===== config.mk =====
export PLATFORM = sky130hd
export DESIGN_NAME = ex_div
export DESIGN_NICKNAME = d
export VERILOG_FILES = /design/src/rtl/ex_div.sv
export SDC_FILE = /design/constraint.sdc
export NUM_CORES = 1
export LEC_CHECK = 0
export BUFFER_PORTS_ARGS = -buffer_cell sky130_fd_sc_hd__buf_2
export CAP_MARGIN = 30
export CORE_UTILIZATION = 60
export DETAILED_ROUTE_END_ITERATION = 7
export MAX_ROUTING_LAYER = met4
export PLACE_DENSITY = 0.82
export SYNTH_ARGS = -nofsm -noshare
export SYNTH_HDL_FRONTEND = slang
export SYNTH_SLANG_ARGS = --single-unit
export TNS_END_PERCENT = 20

===== constraint.sdc =====
create_clock -name clk_i -period 6.75 [get_ports clk_i]
set_input_delay 0.675 -clock clk_i [delete_from_list [all_inputs] [get_ports clk_i]]
set_output_delay 0.675 -clock clk_i [all_outputs]
set_load 0.02 [all_outputs]

===== src/rtl/ex_div.sv =====
// Iterative restoring divider for the EX stage (DIV/DIVU), one quotient bit per cycle.
// Holds the pipeline via stallreq_o while busy and parks results in DONE until EX advances.
module ex_div #(
  parameter int unsigned WIDTH = 32
) (
  input  logic             clk_i,
  input  logic             rst_ni,
  input  logic             start_i,
  input  logic             signed_op_i,
  input  logic [WIDTH-1:0] dividend_i,
  input  logic [WIDTH-1:0] divisor_i,
  input  logic             annul_i,
  input  logic [5:0]       stall_i,
  output logic             stallreq_o,
  output logic             done_o,
  output logic [WIDTH-1:0] result_lo_o,
  output logic [WIDTH-1:0] result_hi_o
);

  localparam int unsigned CntW = $clog2(WIDTH);
  localparam logic [CntW-1:0] LastStep = CntW'(WIDTH - 1);
  localparam logic [CntW-1:0] CntOne   = CntW'(1);

  typedef enum logic [1:0] {StIdle, StBusy, StDone} state_e;

  state_e          state_q;
  logic [CntW-1:0] cnt_q;
  logic [WIDTH-1:0] dvd_q;   // dividend magnitude, quotient bits shift in at the LSB
  logic [WIDTH-1:0] dvs_q;
  logic [WIDTH-1:0] rem_q;
  logic             neg_quo_q;
  logic             neg_rem_q;
  logic             done_q;
  logic [WIDTH-1:0] result_lo_q;
  logic [WIDTH-1:0] result_hi_q;

  logic [WIDTH:0]   rem_sh;
  logic [WIDTH:0]   diff;
  logic             q_bit;
  logic [WIDTH-1:0] rem_nx;
  logic [WIDTH-1:0] quo_nx;
  logic [WIDTH-1:0] quo_fix;
  logic [WIDTH-1:0] rem_fix;
  logic [WIDTH-1:0] dvd_abs;
  logic [WIDTH-1:0] dvs_abs;

  logic unused_stall;
  assign unused_stall = ^{stall_i[5:4], stall_i[2:0]};

  always_comb begin
    rem_sh  = {rem_q, dvd_q[WIDTH-1]};
    diff    = rem_sh - {1'b0, dvs_q};
    q_bit   = ~diff[WIDTH];
    rem_nx  = q_bit ? diff[WIDTH-1:0] : rem_sh[WIDTH-1:0];
    quo_nx  = {dvd_q[WIDTH-2:0], q_bit};
    quo_fix = neg_quo_q ? -quo_nx : quo_nx;
    rem_fix = neg_rem_q ? -rem_nx : rem_nx;
    // The most negative value maps to itself, which yields the no-trap overflow result.
    dvd_abs = (signed_op_i && dividend_i[WIDTH-1]) ? -dividend_i : dividend_i;
    dvs_abs = (signed_op_i && divisor_i[WIDTH-1])  ? -divisor_i  : divisor_i;
  end

  always_ff @(posedge clk_i or negedge rst_ni) begin
    if (!rst_ni) begin
      state_q     <= StIdle;
      cnt_q       <= '0;
      dvd_q       <= '0;
      dvs_q       <= '0;
      rem_q       <= '0;
      neg_quo_q   <= 1'b0;
      neg_rem_q   <= 1'b0;
      done_q      <= 1'b0;
      result_lo_q <= '0;
      result_hi_q <= '0;
    end else if (annul_i) begin
      state_q <= StIdle;
      done_q  <= 1'b0;
    end else begin
      unique case (state_q)
        StIdle: begin
          if (start_i) begin
            if (divisor_i == '0) begin
              result_lo_q <= '1;
              result_hi_q <= dividend_i;
              done_q      <= 1'b1;
              state_q     <= StDone;
            end else begin
              dvd_q     <= dvd_abs;
              dvs_q     <= dvs_abs;
              rem_q     <= '0;
              cnt_q     <= '0;
              neg_quo_q <= signed_op_i & (dividend_i[WIDTH-1] ^ divisor_i[WIDTH-1]);
              neg_rem_q <= signed_op_i & dividend_i[WIDTH-1];
              state_q   <= StBusy;
            end
          end
        end
        StBusy: begin
          rem_q <= rem_nx;
          dvd_q <= quo_nx;
          cnt_q <= cnt_q + CntOne;
          if (cnt_q == LastStep) begin
            result_lo_q <= quo_fix;
            result_hi_q <= rem_fix;
            done_q      <= 1'b1;
            state_q     <= StDone;
          end
        end
        StDone: begin
          if (!stall_i[3]) begin
            done_q  <= 1'b0;
            state_q <= StIdle;
          end
        end
        default: begin
          done_q  <= 1'b0;
          state_q <= StIdle;
        end
      endcase
    end
  end

  assign stallreq_o  = rst_ni & ~annul_i &
                       (((state_q == StIdle) & start_i) | (state_q == StBusy));
  assign done_o      = done_q;
  assign result_lo_o = result_lo_q;
  assign result_hi_o = result_hi_q;

endmodule


==> metrics list <==
- The run finished with clean final reports.
* Ranking of synthesized cells by area: sky130_fd_sc_hd__dfrtp_1 (35%), sky130_fd_sc_hd__o21ai_0 (7.0%), sky130_fd_sc_hd__a21oi_1 (6.0%)
* Number of buffers inserted by hold repair at cts: 0
- Final hold vios: 0
- Data arrives at the worst endpoint at 5.55 ns.
- For this run the aggregate overflow at the end of global routing stands at 0.
- After the first detailed-routing iteration, the DRC count stood at 1023.
- Cell Rows: 51
* GP Congestion: 0.983
- Remaining max-slew budget at the tightest pin: 28.2%
* Total Routing Usage GR: 35.2%
- Fmax: 191 MHz
- Summed over all instances, the cell type with the most area after synthesis is sky130_fd_sc_hd__dfrtp_1.
* Static power due to leakage: 6.08 nW
- Finished Core Util: 68.5%
* Cell with the most instances after synthesis: sky130_fd_sc_hd__nand2_1
- Async S/R FF share, synth: 100%
- For the pin with the worst max-slew slack, the measured transition is 1.08 ns.
* Clock latency at the later pin of the worst-skew pair: 0.44 ns
* Die outline height: 143 um
* Critical-path cell list: inv_1 -> ha_1 -> fa_1 -> nand2b_1 -> a21oi_2 -> o21ai_2 -> o311ai_4 -> a31oi_4 -> xnor2_4 -> inv_2 -> ha_1 -> nor2b_1 -> nand3_1 -> or2_2 -> or4_1 -> o41ai_1 -> xor2_1 -> a21oi_1
- EDFF count, synth: 0
- On the worst path, the slowest cell contributes a delay of 0.61 ns.
- Kind of cell adding the most delay to the critical path: simple AND/OR/NAND/NOR gates
* Syn Inst Count: 1489
- The netlist uses 82 different library cells.
- Setup total negative slack on the finished layout was measured at 0 ns.
- Vias per Instance: 6.23
- Critical-path maximum fanout: 18
- Clock tree from TritonCTS: yes
- The cell area that synthesis handed to floorplanning was 0.0120 sq mm.
* Synth cell count leaders: sky130_fd_sc_hd__nand2_1 (192), sky130_fd_sc_hd__dfrtp_1 (170), sky130_fd_sc_hd__o21ai_0 (167), sky130_fd_sc_hd__a21oi_1 (145), sky130_fd_sc_hd__nor2_1 (143)
- The H-tree was split into 4 levels.
- After clock tree synthesis, the repair step resized 0 gates.
- Between clock sinks in the finished design, the worst skew comes to 0.0116 ns.
- Final critical-path required period: 5.24 ns
- In this run the horizontal extent of the chip is 143 um.
* P per Cell Area: 476 mW/mm^2
- Summed over its instances, the top area cell type makes up 35.4% of the synthesized netlist area.
- The slowest stage of the critical path is the sky130_fd_sc_hd__or4_1 cell.
- The first global-routing pass estimated 54600 um of wire.
- Power, Total: 6.37 mW
* Share of the yosys chip area belonging to registers: 35.4%
- At the placement stage, the worst setup path has a slack of 1.63 ns.
- Summing all multi-input logic gate instances after layout gives 0.00724 sq mm.
- # Post-CTS Setup Buffers: 0
* Number of buffers added by the clock tree synthesis step: 17
- Pin count of the biggest net entering global routing: 95
* Via count of the first global-routing pass: 10755
- The worst path uses 77.6% of the clock period.
* Worst r2r path cells: 18
- Type of origin of the critical path: register
* Final setup violating endpoints: 0
- Syn_nets: 1603
- Detailed Place HPWL: 25300 um
* Number of inserted filler cells in the final layout: 1654
- RSZ-0062 raised after global routing: false
* Initial antenna violation count: 0
- Reg area: 0.00425 sq mm
- Maximum ir drop on the vdd rail: 0.328 mV
- Clock root buffer master: sky130_fd_sc_hd__clkbuf_16
- The post-route netlist has 13.4% of its cells at a drive strength greater than 1.
- Final layout net count: 1683
* Synth Flop Type: sky130_fd_sc_hd__dfrtp_1
- Routed WL: 34300 um
- WS Path Type: reg2reg
* Area of the die: 0.0206 sq mm
* Detailed Routing Iterations Pass 1: 7
- Buffers placed on the I/O ports in this run total 135.
- After detailed placement, the total cell area comes to 0.0128 sq mm.
* Total of flip-flops plus latches after synthesis: 170
* Final instance area: 0.0134 sq mm
- Number of cells on the critical path: 18
* Buf+Inv Stages, Crit Path: 2
- Floorplan core area: 0.0195 sq mm
- STA classifies the critical path endpoint as a register.
* Longest Clk Path Bufs: 2
- Clock tree sinks: 170
- Area overhead of the layout relative to synthesis: 11.4%
- Across the run, the number of max-cap violations was 0.
- Data on the critical path is required at its endpoint by 7.06 ns.
* Post-Syn Area per Cell: 8.06 sq um
* ANT nets after route: 0
- In the routed design, unresolved DRC markers number 0.
* Clock edge transition at the registers on the reported setup and hold paths: 0.07 ns
- Syn. warnings: 0
* Via count of the routed design: 11500
* Worst min-delay path class: in2async
* PnR worst setup slack: 1.51 ns
- Library cell appearing most often on the critical path: sky130_fd_sc_hd__ha_1
* # IOs: 141
- Dividing the detail-routed wire length by the instance count gives 18.6 um.
* Final max-slew violation count: 0
- For this configuration, the core starts out at a cell density of 61.5%.
[worst register-to-register path, delay by kind of cell, from the launching register on]
family,cells,cell delay [ns]
AO/OA/AOI/OAI,6,1.44
adder cells (fa/ha/maj),3,0.96
flip-flops,1,0.42
AND/OR/NAND/NOR,5,1.54
buffers and inverters,2,0.40
XOR/XNOR,2,0.35
[cells in the final DEF, fill, tap and decap left out, drive strengths merged, types with 38 or more instances in the layout]
master  count
nor2      143
o21ai     181
ha         38
dfrtp     170
xnor2      59
a21oi     153
buf       146
inv        56
nand2     192
xor2       81
[path summary, 6_finish.rpt]
path / from / to / slack (ns)
worst min register to register: result_hi_o[2] / result_hi_o[2] / 0.50
min in group clk_i: annul_i / state_q[0] / 0.48
max in group asynchronous: rst_ni / rem_q[17] / 5.31
worst max register to register: dvd_q[31] / result_lo_o[26] / 1.51
worst max-delay path: dvd_q[31] / result_lo_o[26] / 1.51
worst min-delay path: rst_ni / state_q[1] / 0.33
[logic make-up after synthesis]
logic type	after synthesis	synth area share, %
compound gates	477	24.2
buf+inv	137	4.55
mux	27	2.27
xor+xnor	140	10.3
simple gates	499	19.2
fa+ha+maj	39	4.13
flops	170	35.4
[per-layer routing]
layer | GRT usage [%] | part of all wire (%) | up-vias
met5 | - | 0 | -
met4 | 16.4 | 3.9 | 0
met1 | 43.4 | 41 | 5462
met2 | 56.7 | 48 | 482
li1 | - | - | 5453
met3 | 5.50 | 7.0 | 103
[where the power goes]
| group | leakage [nW] | internal [mW] | switching, mW | total, mW |
|---|---|---|---|---|
| sequential | 2.27 | 1.19 | 0.239 | 1.43 |
| combinational | 3.55 | 1.47 | 2.50 | 3.97 |
| clock | 0.268 | 0.532 | 0.439 | 0.971 |
[flip-flops by register name, indices dropped and copies added, names as in the netlist]
signal / cells
dvd_q: 32
dvs_q: 32
rem_q: 32
result_hi_o: 32
result_lo_o: 32
cnt_q: 5
state_q: 2
done_o: 1
neg_quo_q: 1
neg_rem_q: 1
[final cells by class]
class	count	share of cell area, %
Inverter	52	1.46
Clock inverter	11	0.832
Multi-Input combinational cell	1182	54.1
Antenna cell	1	0.0187
Timing Repair Buffer	146	5.86
Clock buffer	20	3.41
Tap cell	265	2.48
Sequential cell	170	31.8
[through the flow]
stage,hold WS [ns],cells
floorplan,0.379,1489
global placement,0.467,1814
detailed placement,0.475,1814
CTS,0.373,1845
global route,0.400,1846
finish,0.330,1847
(Power assumes the default switching activity.)
